==> src/rtl/mem_io_bridge_if.sv <==
// rtl/mem_io_bridge_if.sv - mem_mesh io bus plus host in/out streams bundled for mem_io_bridge
interface mem_io_bridge_if #(
  parameter int PORTS      = 4,
  parameter int DATA_WIDTH = 8
);
  localparam int PORT_W = (PORTS > 1) ? $clog2(PORTS) : 1;

  logic [PORTS-1:0]            io_active_out;
  logic [PORTS*DATA_WIDTH-1:0] io_data_out;
  logic [PORTS-1:0]            io_active_in;
  logic [PORTS*DATA_WIDTH-1:0] io_data_in;
  logic                        out_valid;
  logic                        out_ready;
  logic [PORT_W-1:0]           out_port;
  logic [DATA_WIDTH-1:0]       out_data;
  logic                        in_valid;
  logic                        in_ready;
  logic [PORT_W-1:0]           in_port;
  logic [DATA_WIDTH-1:0]       in_data;

  modport slave (
    input  io_active_out, io_data_out, out_ready, in_valid, in_port, in_data,
    output io_active_in, io_data_in, out_valid, out_port, out_data, in_ready
  );

  modport master (
    output io_active_out, io_data_out, out_ready, in_valid, in_port, in_data,
    input  io_active_in, io_data_in, out_valid, out_port, out_data, in_ready
  );
endinterface

==> src/rtl/mem_io_bridge.sv <==
// rtl/mem_io_bridge.sv - mem_mesh io bus <-> host stream bridge with round-robin outbound drain
// Optional sticky overflow flags under MEM_IO_BRIDGE_OVF_EN.
module mem_io_bridge #(
  parameter int PORTS      = 4,
  parameter int DATA_WIDTH = 8
) (
  input  logic             clk,
  input  logic             rst_n,
`ifdef MEM_IO_BRIDGE_OVF_EN
  output logic [PORTS-1:0] ovf,
  input  logic             ovf_clr,
`endif
  mem_io_bridge_if.slave   bus
);
  localparam int PORT_W = (PORTS > 1) ? $clog2(PORTS) : 1;

  logic [PORTS-1:0]                 pending_q, pending_d;
  logic [PORTS-1:0][DATA_WIDTH-1:0] hold_q, hold_d;
  logic [PORT_W-1:0]                rr_ptr_q, rr_ptr_d;
  logic                             out_valid_q, out_valid_d;
  logic [PORT_W-1:0]                out_port_q, out_port_d;
  logic [DATA_WIDTH-1:0]            out_data_q, out_data_d;
  logic                             in_ready_q, in_ready_d;
  logic [PORTS-1:0]                 io_active_in_q, io_active_in_d;
  logic [PORTS*DATA_WIDTH-1:0]      io_data_in_q, io_data_in_d;
`ifdef MEM_IO_BRIDGE_OVF_EN
  logic [PORTS-1:0]                 ovf_q, ovf_d;
`endif

  logic              slot_free;
  logic              pick_found;
  logic              drain;
  logic              in_accept;
  logic [PORT_W-1:0] pick;
  logic [PORT_W-1:0] scan_idx;

  always_comb begin
    pending_d      = pending_q;
    hold_d         = hold_q;
    rr_ptr_d       = rr_ptr_q;
    out_valid_d    = out_valid_q;
    out_port_d     = out_port_q;
    out_data_d     = out_data_q;
    in_ready_d     = 1'b1;
    io_active_in_d = '0;
    io_data_in_d   = '0;
`ifdef MEM_IO_BRIDGE_OVF_EN
    ovf_d          = ovf_clr ? '0 : ovf_q;
`endif

    slot_free  = !out_valid_q || bus.out_ready;
    pick_found = 1'b0;
    pick       = '0;
    scan_idx   = '0;
    for (int k = 0; k < PORTS; k++) begin
      scan_idx = PORT_W'((int'(rr_ptr_q) + k) % PORTS);
      if (!pick_found && pending_q[scan_idx]) begin
        pick_found = 1'b1;
        pick       = scan_idx;
      end
    end
    drain = slot_free && pick_found;

    if (slot_free) begin
      out_valid_d = pick_found;
      if (pick_found) begin
        out_port_d      = pick;
        out_data_d      = hold_q[pick];
        pending_d[pick] = 1'b0;
        rr_ptr_d        = PORT_W'((int'(pick) + 1) % PORTS);
      end
    end

    // Capture after the drain so a same-edge write re-arms pending with the new word.
    for (int p = 0; p < PORTS; p++) begin
      if (bus.io_active_out[p]) begin
`ifdef MEM_IO_BRIDGE_OVF_EN
        if (pending_q[p] && !(drain && (pick == PORT_W'(p)))) begin
          ovf_d[p] = 1'b1;
        end
`endif
        hold_d[p]    = bus.io_data_out[p*DATA_WIDTH +: DATA_WIDTH];
        pending_d[p] = 1'b1;
      end
    end

    // Out-of-range port indices match no slot and are silently consumed.
    in_accept = bus.in_valid && in_ready_q;
    for (int p = 0; p < PORTS; p++) begin
      if (in_accept && (bus.in_port == PORT_W'(p))) begin
        io_active_in_d[p]                         = 1'b1;
        io_data_in_d[p*DATA_WIDTH +: DATA_WIDTH] = bus.in_data;
      end
    end
`ifdef MEM_IO_BRIDGE_OVF_EN
    if (in_accept && (int'(bus.in_port) >= PORTS)) begin
      ovf_d[PORTS-1] = 1'b1;
    end
`endif
  end

  always_ff @(posedge clk) begin
    if (!rst_n) begin
      pending_q      <= '0;
      hold_q         <= '0;
      rr_ptr_q       <= '0;
      out_valid_q    <= 1'b0;
      out_port_q     <= '0;
      out_data_q     <= '0;
      in_ready_q     <= 1'b0;
      io_active_in_q <= '0;
      io_data_in_q   <= '0;
`ifdef MEM_IO_BRIDGE_OVF_EN
      ovf_q          <= '0;
`endif
    end else begin
      pending_q      <= pending_d;
      hold_q         <= hold_d;
      rr_ptr_q       <= rr_ptr_d;
      out_valid_q    <= out_valid_d;
      out_port_q     <= out_port_d;
      out_data_q     <= out_data_d;
      in_ready_q     <= in_ready_d;
      io_active_in_q <= io_active_in_d;
      io_data_in_q   <= io_data_in_d;
`ifdef MEM_IO_BRIDGE_OVF_EN
      ovf_q          <= ovf_d;
`endif
    end
  end

  assign bus.out_valid    = out_valid_q;
  assign bus.out_port     = out_port_q;
  assign bus.out_data     = out_data_q;
  assign bus.in_ready     = in_ready_q;
  assign bus.io_active_in = io_active_in_q;
  assign bus.io_data_in   = io_data_in_q;
`ifdef MEM_IO_BRIDGE_OVF_EN
  assign ovf              = ovf_q;
`endif
endmodule

==> src/flat_wrapper.sv <==
// flat-port wrapper written by rule: the top's interface ports become plain ports
module mem_io_bridge_flat 
#(
  parameter int PORTS      = 4,
  parameter int DATA_WIDTH = 8
)
  (clk, rst_n, bus_io_active_out, bus_io_data_out, bus_out_ready, bus_in_valid, bus_in_port, bus_in_data, bus_io_active_in, bus_io_data_in, bus_out_valid, bus_out_port, bus_out_data, bus_in_ready);
  mem_io_bridge_if #(.PORTS(PORTS), .DATA_WIDTH(DATA_WIDTH)) bus_i ();
  input  logic clk;
  input  logic rst_n;
  input wire logic [$bits(bus_i.io_active_out)-1:0] bus_io_active_out;
  input wire logic [$bits(bus_i.io_data_out)-1:0] bus_io_data_out;
  input wire logic [$bits(bus_i.out_ready)-1:0] bus_out_ready;
  input wire logic [$bits(bus_i.in_valid)-1:0] bus_in_valid;
  input wire logic [$bits(bus_i.in_port)-1:0] bus_in_port;
  input wire logic [$bits(bus_i.in_data)-1:0] bus_in_data;
  output wire logic [$bits(bus_i.io_active_in)-1:0] bus_io_active_in;
  output wire logic [$bits(bus_i.io_data_in)-1:0] bus_io_data_in;
  output wire logic [$bits(bus_i.out_valid)-1:0] bus_out_valid;
  output wire logic [$bits(bus_i.out_port)-1:0] bus_out_port;
  output wire logic [$bits(bus_i.out_data)-1:0] bus_out_data;
  output wire logic [$bits(bus_i.in_ready)-1:0] bus_in_ready;
  assign bus_i.io_active_out = bus_io_active_out;
  assign bus_i.io_data_out = bus_io_data_out;
  assign bus_i.out_ready = bus_out_ready;
  assign bus_i.in_valid = bus_in_valid;
  assign bus_i.in_port = bus_in_port;
  assign bus_i.in_data = bus_in_data;
  assign bus_io_active_in = bus_i.io_active_in;
  assign bus_io_data_in = bus_i.io_data_in;
  assign bus_out_valid = bus_i.out_valid;
  assign bus_out_port = bus_i.out_port;
  assign bus_out_data = bus_i.out_data;
  assign bus_in_ready = bus_i.in_ready;
  mem_io_bridge #(.PORTS(PORTS), .DATA_WIDTH(DATA_WIDTH)) u_core (.clk(clk), .rst_n(rst_n), .bus(bus_i));
endmodule
==> config.mk <==
export PLATFORM = sky130hd
export DESIGN_NAME = mem_io_bridge_flat
export DESIGN_NICKNAME = d
export VERILOG_FILES = /design/src/rtl/mem_io_bridge_if.sv /design/src/rtl/mem_io_bridge.sv /design/src/flat_wrapper.sv
export SDC_FILE = /design/constraint.sdc
export NUM_CORES = 1
export LEC_CHECK = 0
export CAP_MARGIN = 20
export CORE_MARGIN = 3
export CORE_UTILIZATION = 40
export CTS_CLUSTER_DIAMETER = 150
export CTS_CLUSTER_SIZE = 25
export DETAILED_ROUTE_END_ITERATION = 10
export HOLD_SLACK_MARGIN = 0.05
export PLACE_DENSITY_LB_ADDON = 0.12
export SYNTH_ARGS = -nofsm -noshare
export SYNTH_HDL_FRONTEND = slang
export SYNTH_SLANG_ARGS = --single-unit
==> constraint.sdc <==
create_clock -name clk -period 1.75 [get_ports clk]
set_clock_uncertainty 0.2 [all_clocks]
set_input_delay 0.175 -clock clk [delete_from_list [all_inputs] [get_ports clk]]
set_output_delay 0.175 -clock clk [all_outputs]
set_load 0.005 [all_outputs]
==> impl_metrics.tcl, run 1 <==
set metrics [dict create \
    num_vias 2342 \
    routedWlPerCell_um 15.32 \
    avgSynthCellArea_um2 11.34 \
    dieArea_um2 8954 \
    cp_top_family "multiplexers" \
    antennaDiodeCount 0 \
    ff2ff_setup_slack_ns -0.0006 \
    drv_cap 0 \
    cts_tree "yes" \
    antenna_found_initial 0 \
    yosys_warnings 0 \
    synth_edf_count 0 \
    syn_nets 327 \
    final_common_cell "clkdlybuf4s50_1" \
    cp_num_buf_inv 1 \
    layout_setup_ws_ns -0.0006317 \
    relSlewSlack 0.8132 \
    synthArstFlopShare 0 \
    synth_cell_types 31 \
    synth_seq_cells 86 \
    routed_wl_mm 7.693 \
    min_path_type "input port to flip-flop" \
    drc 0 \
    drt_iter0_drc 79 \
    die_w_um 94.63 \
    tightest_slew_ns 0.2802 \
    clk_latency_ns 0.35 \
    synth_area_leaders "dfxtp_1 (55%), mux2i_1 (15%), and2_1 (6.6%)" \
    critPathMaxFanout 6 \
    drive_gt1_frac 0.1960 \
    fin_nets 448 \
    ys.flop_type "dfxtp_1" \
    cts_sinks 86 \
    fin_cells 502 \
    p_leak_nw 1.900 \
    synth.cell_area_um2 3142 \
    routabilityCongestion 0.7505 \
    rows 31 \
    status "complete, but fails checks" \
    maxSlewViolCount 0 \
    rr_worst_depth 6 \
    syn_to_final_growth_pct 53.33 \
    finalHoldViolCount 0 \
    avgViaCountPerCell 4.665 \
    dieHeight_um 94.63 \
    p_per_area_nw_per_um2 931.7 \
    synth_top_cell_area_share 0.5480 \
    critPathSlowestCell "dfxtp_4" \
    critPathKind "flip-flop to flip-flop" \
    grt_pass1_vias 2301 \
    cp-end-kind "flip-flop" \
    numCtsBuffers 9 \
    placedCellCount 483 \
    grt_pass1_wl_mm 11.75 \
    coreArea_um2 7447 \
    synth_cells 277 \
    period_minus_slack_ns 1.751 \
    cp.required_ns 1.79 \
    clk_pin_slew_ns 0.09 \
    whs_ns 0.2406 \
    ios 98 \
    power_mw 4.488 \
    critPathCapture "u_core.bus.out_data[4]" \
    synth_top_cell_by_area "dfxtp_1" \
    cp-start-kind "flip-flop" \
    ant_nets 0 \
    crit_start "u_core.rr_ptr_q[1]" \
    rr_startpoint "u_core.rr_ptr_q[1]" \
    dp_hpwl_mm 5.510 \
    clock.fmax_mhz 571.2 \
    peakVddDrop_uv 498.6 \
    grt_max_degree 51 \
    whs_path_depth 3 \
    min_period_over_period 1.000 \
    final-setup-viol-count 1 \
    critical_path_arrival_ns 1.79 \
    clk_path_buf_depth 2 \
    portBuffers 97 \
    cp_slowest_stage_delay_ns 0.38 \
    overflow 0 \
    initial_core_util 0.4219 \
    cp.depth 6 \
    drt-pass1-iter-count 4 \
    ys_seq_area_frac 0.5480 \
    violations "setup timing" \
    cts-root-buf "clkbuf_8" \
    final_cell_mix "clkdlybuf4s50_1 (97), dfxtp_1 (81), mux2i_1 (37), and2_1 (32), nor2b_1 (32)" \
    rsz0062_at_grt "yes" \
    worst_r2r_endpoint "u_core.bus.out_data[4]" \
    crit_chain "mux2_4 > nand2_2 > and2_4 > buf_12 > mux2i_4 > a221oi_2" \
    htreeDepth 3 \
    grtUsageTotal 0.1746 \
]
-- final cells by class --
class	instances	area, um2
Fill cell	613	2630
Multi-Input combinational cell	171	1481
Clock buffer	9	123.9
Timing Repair Buffer	125	1255
Tap cell	99	123.9
Inverter	5	18.77
Sequential cell	86	1740
Clock inverter	7	73.82
-- synth_stat cells, types with 5 or more instances --
master,count
a221oi_2,6
dfxtp_1,86
inv_1,5
o21ai_0,10
mux2i_1,48
a21oi_1,5
a21boi_1,5
clkbuf_1,10
and2_1,33
o21a_1,6
nor2b_1,33
nand2_1,5
-- kinds of logic after synthesis --
logic type | Yosys count | synth area share
buffers and inverters | 20 | 0.03664
multiplexers | 49 | 0.1577
flip-flops | 86 | 0.5480
XOR/XNOR | 1 | 0.002788
AO/OA/AOI/OAI | 38 | 0.09678
AND/OR/NAND/NOR | 83 | 0.1581
-- power breakdown --
group / switching (mW) / leakage [nW] / internal [mW]
clock: 0.727 / 0.0996 / 0.665
combinational: 0.361 / 1.09 / 0.570
sequential: 0.0963 / 0.707 / 2.07
total: 1.18 / 1.90 / 3.30
-- routing by layer --
metal	wire (um)	vias to the layer above	part of all wire	track usage
met3	373	14	0.048	0.04382
met5	0	-	0	0
met2	3419	63	0.44	0.2543
li1	-	1194	-	-
met4	170	0	0.022	0.08894
met1	3729	1071	0.48	0.2394
-- sequential cells by signal, summed over array words and instances (netlist names) --
name                     flops
u_core.bus.in_ready          1
u_core.bus.io_active_in      4
u_core.bus.io_data_in       32
u_core.bus.out_data          8
u_core.bus.out_port          2
u_core.bus.out_valid         1
u_core.hold_q               32
u_core.pending_q             4
u_core.rr_ptr_q              2
-- repair_timing --
action / 4_1_cts / 5_1_grt
endpoints found under the setup margin: 12 / 13
buffers inserted: 2 / 2
pin swaps: 3 / 12
gates resized for setup: 19 / 25
hold buffers: 0 / 0
-- tightest hold or removal path: cells and delay by family --
kind                   cells  cell delay, ns
buffers and inverters      1            0.39
multiplexers               1            0.13
AND/OR/NAND/NOR            1            0.06
-- per-stage QoR --
step                  TNS [ns]  utilization  worst slack [ns]  cell area (um2)
finish              -0.0006317       0.6468        -0.0006317             4817
detailed placement      -1.493       0.5896           -0.1685             4390
floorplan                    0            -           0.02330             3142
global placement       -0.8020       0.5896          -0.09347             4390
global route           -0.4351       0.6468          -0.07314             4817
CTS                    -0.1227       0.6272          -0.04631             4671
-- worst min path at each step --
| stage | start | end | slack, ns |
|---|---|---|---|
| floorplan | rst_n | u_core.bus.in_ready | 0.003 |
| global placement | u_core.bus.out_port[0] | u_core.bus.out_port[0] | 0.25 |
| detailed placement | u_core.bus.out_port[0] | u_core.bus.out_port[0] | 0.25 |
| CTS | bus_io_data_out[13] | u_core.hold_q[13] | 0.23 |
| global route | bus_io_data_out[29] | u_core.hold_q[29] | 0.25 |
| finish | bus_io_data_out[13] | u_core.hold_q[13] | 0.24 |
Note: power is estimated with default switching activity, not from simulation.
==> run 2, diff against run 1 <==
--- a/config.mk
+++ b/config.mk
@@ -12,7 +12,7 @@
 export CTS_CLUSTER_SIZE = 25
 export DETAILED_ROUTE_END_ITERATION = 10
 export HOLD_SLACK_MARGIN = 0.05
-export PLACE_DENSITY_LB_ADDON = 0.12
+export PLACE_DENSITY = 0.83
 export SYNTH_ARGS = -nofsm -noshare
 export SYNTH_HDL_FRONTEND = slang
 export SYNTH_SLANG_ARGS = --single-unit
==> impl_metrics.tcl, run 2 (synthesis results as in run 1) <==
set metrics [dict create \
    grt_pass1_wl_mm 12.14 \
    rows 31 \
    critPathSlowestCell "dfxtp_4" \
    fin_nets 443 \
    period_minus_slack_ns 1.785 \
    maxSlewViolCount 0 \
    htreeDepth 3 \
    initial_core_util 0.4219 \
    p_leak_nw 1.894 \
    finalHoldViolCount 0 \
    multi_input_area_um2 1424 \
    cts_sinks 86 \
    tightest_slew_ns 0.3760 \
    grt_max_degree 51 \
    antenna_found_initial 0 \
    dieArea_um2 8954 \
    numCtsBuffers 9 \
    rr_worst_depth 7 \
    intPower_mw 3.556 \
    grtUsageTotal 0.1765 \
    dp_slack_ns -0.06030 \
    critical_path_arrival_ns 1.82 \
    rr_startpoint "u_core.pending_q[2]" \
    final-setup-viol-count 9 \
    dieHeight_um 94.63 \
    final_cell_mix "clkdlybuf4s50_1 (97), dfxtp_1 (81), mux2i_1 (39), and2_1 (33), nor2b_1 (32)" \
    clk_pin_slew_ns 0.09 \
    drt-pass1-iter-count 4 \
    p_sw_frac 0.2472 \
    overflow 0 \
    cp_slowest_stage_delay_ns 0.38 \
    seqCellArea_um2 1735 \
    portBuffers 97 \
    dp_hpwl_mm 5.437 \
    clk_latency_ns 0.35 \
    num_vias 2356 \
    min_path_type "input port to flip-flop" \
    whs_path_depth 3 \
    power_switching_mw 1.168 \
    routabilityCongestion 0.8889 \
    cp-end-kind "flip-flop" \
    relSlewSlack 0.7480 \
    min_period_over_period 1.020 \
    syn_to_final_growth_pct 51.49 \
    cp-start-kind "flip-flop" \
    num-fill-cells 582 \
    hold_start "bus_io_data_out[12]" \
    pwr-share-seq 0.455 \
    critPathKind "flip-flop to flip-flop" \
    p_per_area_nw_per_um2 992.4 \
    routed_wl_mm 7.653 \
    routedWlPerCell_um 15.40 \
    crit_chain "nor2b_4 > buf_6 > a2bb2oi_2 > and2_4 > buf_12 > mux2i_1 > a221oi_2" \
    cts_tree "yes" \
    ant_nets 0 \
    coreArea_um2 7447 \
    drive_gt1_frac 0.1809 \
    die_w_um 94.63 \
    power_mw 4.723 \
    clk_path_buf_depth 2 \
    hold_path_end "u_core.hold_q[12]" \
    avgViaCountPerCell 4.740 \
    cp.required_ns 1.79 \
    clock.fmax_mhz 560.1 \
    cts-root-buf "clkbuf_8" \
    final_common_cell "clkdlybuf4s50_1" \
    antennaDiodeCount 0 \
    rsz0062_at_grt "yes" \
    tns_ns -0.2109 \
    comb_power_share 0.184 \
    critPathMaxFanout 9 \
    drv_cap 0 \
    ff2ff_setup_slack_ns -0.04 \
    clkPwrFrac 0.361 \
    layout_setup_ws_ns -0.03546 \
    drc 0 \
    worst_r2r_endpoint "u_core.bus.out_data[2]" \
    peakVddDrop_uv 551.2 \
    status "complete, but fails checks" \
    grt_pass1_vias 2555 \
    drt_iter0_drc 87 \
    ios 98 \
    violations "setup timing" \
]
==> run 2: critical path: cells and delay by family (launching register included) <==
| family | cells | cell delay (ns) |
|---|---|---|
| flip-flops | 1 | 0.38 |
| AO/OA/AOI/OAI | 2 | 0.24 |
| multiplexers | 1 | 0.26 |
| buffers and inverters | 2 | 0.26 |
| AND/OR/NAND/NOR | 2 | 0.33 |
==> run 2: what timing repair did <==
item / CTS / global route
pin swaps: 0 / 3
buffers inserted: 0 / 0
hold buffers: 0 / 0
setup endpoints to repair: 12 / 15
gates resized for setup: 21 / 14
==> run 2: power by group through the flow <==
| stage | registers [mW] | clock network (mW) | logic, mW |
|---|---|---|---|
| 2_1_floorplan | 2.17 | 0 | 0.416 |
| 3_3_place_gp | 2.18 | 0 | 0.776 |
| 3_5_place_dp | 2.18 | 0 | 0.795 |
| 4_1_cts | 2.14 | 1.74 | 0.840 |
| 5_1_grt | 2.16 | 1.82 | 0.932 |
| 6_report | 2.15 | 1.70 | 0.870 |
==> run 2: final cells by class <==
type,instances,share of cell area
well taps,99,0.02603
repair buffers,120,0.2539
multi-input cells,171,0.2992
flip-flops and latches,86,0.3646
clock inverters,7,0.02629
clock buffers,9,0.02603
inverters,5,0.003943
==> run 2: routing by layer <==
layer | up-vias | track usage | share of wire
met4 | 0 | 0.04808 | 0.0086
met5 | - | 0 | 0
met1 | 1094 | 0.1887 | 0.39
met3 | 7 | 0.09801 | 0.11
li1 | 1172 | - | -
met2 | 83 | 0.3001 | 0.49
==> run 2: metrics by stage <==
step	hold slack (ns)	std cells	area, um2	utilization
floorplan	0.002717	277	3142	-
global placement	0.2583	482	4370	0.5869
detailed placement	0.2603	482	4370	0.5869
CTS	0.2207	498	4705	0.6317
global route	0.2189	497	4760	0.6391
finish	0.2325	497	4760	0.6391
==> run 2: how the worst max path moves through the flow <==
| stage | startpoint | endpoint |
|---|---|---|
| 2_1_floorplan | u_core.rr_ptr_q[1] | u_core.bus.out_data[1] |
| 3_3_place_gp | u_core.rr_ptr_q[1] | u_core.bus.out_data[0] |
| 3_5_place_dp | u_core.pending_q[2] | u_core.bus.out_data[0] |
| 4_1_cts | u_core.pending_q[2] | u_core.bus.out_data[2] |
| 5_1_grt | u_core.pending_q[2] | u_core.bus.out_data[2] |
| 6_report | u_core.pending_q[2] | u_core.bus.out_data[2] |
==> run 3, diff against run 2 <==
--- a/config.mk
+++ b/config.mk
@@ -12,7 +12,8 @@
 export CTS_CLUSTER_SIZE = 25
 export DETAILED_ROUTE_END_ITERATION = 10
 export HOLD_SLACK_MARGIN = 0.05
-export PLACE_DENSITY = 0.83
+export PLACE_DENSITY = 0.78
+export SLEW_MARGIN = 10
 export SYNTH_ARGS = -nofsm -noshare
 export SYNTH_HDL_FRONTEND = slang
 export SYNTH_SLANG_ARGS = --single-unit
==> constraint.sdc (replaced) <==
create_clock -name clk -period 1.9 [get_ports clk]
set_clock_uncertainty 0.2 [all_clocks]
set_input_delay 0.19 -clock clk [delete_from_list [all_inputs] [get_ports clk]]
set_output_delay 0.19 -clock clk [all_outputs]
set_load 0.005 [all_outputs]
==> impl_metrics.tcl, run 3 (synthesis results as in run 1) <==
set metrics [dict create \
    routabilityCongestion 0.8712 \
    num_vias 2354 \
    design_area_um2 4586 \
    avgViaCountPerCell 4.756 \
    numCtsBuffers 9 \
    critPathSlowestCell "dfxtp_1" \
    p_sw_frac 0.2581 \
    status "finished, final reports clean" \
    clkPwrFrac 0.324 \
    dieHeight_um 94.63 \
    rr_startpoint "u_core.rr_ptr_q[1]" \
    grt_pass1_vias 2425 \
    cts_tree "yes" \
    hold_start "bus_io_data_out[9]" \
    finalHoldViolCount 0 \
    fin_nets 441 \
    rr_worst_depth 6 \
    dieArea_um2 8954 \
    dp_slack_ns -0.02500 \
    cp_slowest_stage_delay_ns 0.41 \
    intPower_mw 2.953 \
    final-setup-viol-count 0 \
    clk_pin_slew_ns 0.09 \
    final_cell_mix "clkdlybuf4s50_1 (97), dfxtp_1 (83), mux2i_1 (48), and2_1 (33), nor2b_1 (32)" \
    overflow 0 \
    worst_r2r_endpoint "u_core.bus.out_data[2]" \
    drt_iter0_drc 131 \
    whs_path_depth 3 \
    drt-pass1-iter-count 4 \
    cp_num_buf_inv 1 \
    layout_setup_ws_ns 0.04371 \
    final_common_cell "clkdlybuf4s50_1" \
    critPathMaxFanout 10 \
    dp_hpwl_mm 5.460 \
    rsz0062_at_grt "no" \
    cts-root-buf "clkbuf_8" \
    clk_latency_ns 0.34 \
    cp_top_family "multiplexers" \
    routedWlPerCell_um 14.83 \
    period_minus_slack_ns 1.856 \
    fin_cells 495 \
    antennaDiodeCount 0 \
    power_switching_mw 1.027 \
    critical_path_arrival_ns 1.88 \
    comb_power_share 0.181 \
    power_mw 3.981 \
    placed_area_um2 4348 \
    crit_chain "mux2_4 > nand2_2 > and2_4 > buf_12 > mux2i_1 > a221oi_1" \
    die_w_um 94.63 \
    initial_core_util 0.4219 \
    drv_cap 0 \
    tightest_slew_ns 0.5440 \
    clk_path_buf_depth 2 \
    ios 98 \
    drc 0 \
    coreArea_um2 7447 \
    cp.depth 6 \
    min_period_over_period 0.9770 \
    p_leak_nw 1.842 \
    ant_nets 0 \
    antenna_found_initial 0 \
    syn_to_final_growth_pct 45.96 \
    tns_ns 0 \
    hold_path_end "u_core.hold_q[9]" \
    drive_gt1_frac 0.1338 \
    cp-end-kind "flip-flop" \
    pwr-share-seq 0.495 \
    cp.required_ns 1.92 \
    cp-start-kind "flip-flop" \
    htreeDepth 3 \
    placedCellCount 479 \
    portBuffers 97 \
    relSlewSlack 0.6362 \
    min_path_type "input port to flip-flop" \
    ff2ff_setup_slack_ns 0.04 \
    cts_sinks 86 \
    clock.fmax_mhz 538.7 \
    routed_wl_mm 7.343 \
    peakVddDrop_uv 571.2 \
    critPathKind "flip-flop to flip-flop" \
    grt_max_degree 50 \
    grt_pass1_wl_mm 11.47 \
    p_per_area_nw_per_um2 868.1 \
    crit_start "u_core.rr_ptr_q[1]" \
    rows 31 \
    maxSlewViolCount 0 \
    grtUsageTotal 0.1679 \
]
## run 3: changes by cell type in the layout (fill, tap and decap cells not counted), sizes merged
cell and delta:
clkinvlp +3, buf -2, bufinv -2, clkinv -1
## run 3: worst reg2reg max path, cell delays in order (launching register included)
cell      delay, ns
dfxtp_1        0.41
mux2_4         0.32
nand2_2        0.07
and2_4         0.19
buf_12         0.15
mux2i_1        0.28
a221oi_1       0.13
## run 3: power by group through the flow
stage	Sequential, mW	Clock, mW	Combinational [mW]
floorplan	2.00	0	0.383
global placement	2.00	0	0.699
detailed placement	2.01	0	0.716
CTS	1.97	1.33	0.720
global route	1.98	1.40	0.779
finish	1.97	1.29	0.719
## run 3: cell type report
| type | count | area [um2] |
|---|---|---|
| clock buffer | 9 | 123.9 |
| clock inverter | 7 | 78.83 |
| timing repair buffer | 118 | 1179 |
| fill | 599 | 2861 |
| sequential | 86 | 1728 |
| multi-input combinational | 171 | 1334 |
| tap | 99 | 123.9 |
| inverter | 5 | 18.77 |
## run 3: worst max-delay path by stage
stage | to
floorplan | u_core.bus.out_data[1]
global placement | u_core.pending_q[2]
detailed placement | u_core.bus.out_data[2]
CTS | u_core.bus.out_data[2]
global route | u_core.bus.out_data[1]
finish | u_core.bus.out_data[2]
## run 3: metal layers
layer,global-route usage,up-vias,part of all wire
li1,-,1170,-
met4,0.06851,0,0.018
met1,0.1896,1087,0.40
met5,0,-,0
met2,0.2742,88,0.47
met3,0.07729,9,0.10
## run 3: per-stage QoR
| step | hold WS [ns] | utilization |
|---|---|---|
| after floorplan | 0.01772 | - |
| after global placement | 0.2469 | 0.5838 |
| after detailed placement | 0.2630 | 0.5838 |
| after CTS | 0.2442 | 0.6122 |
| after global routing | 0.2514 | 0.6158 |
| final | 0.2589 | 0.6158 |
## run 3: what timing repair did
| action | CTS | global route |
|---|---|---|
| buffers inserted | 0 | 0 |
| setup endpoints to repair | 1 | 6 |
| endpoints found under the hold margin | 0 | 0 |
| hold buffers | 0 | 0 |
| gates resized for setup | 2 | 7 |
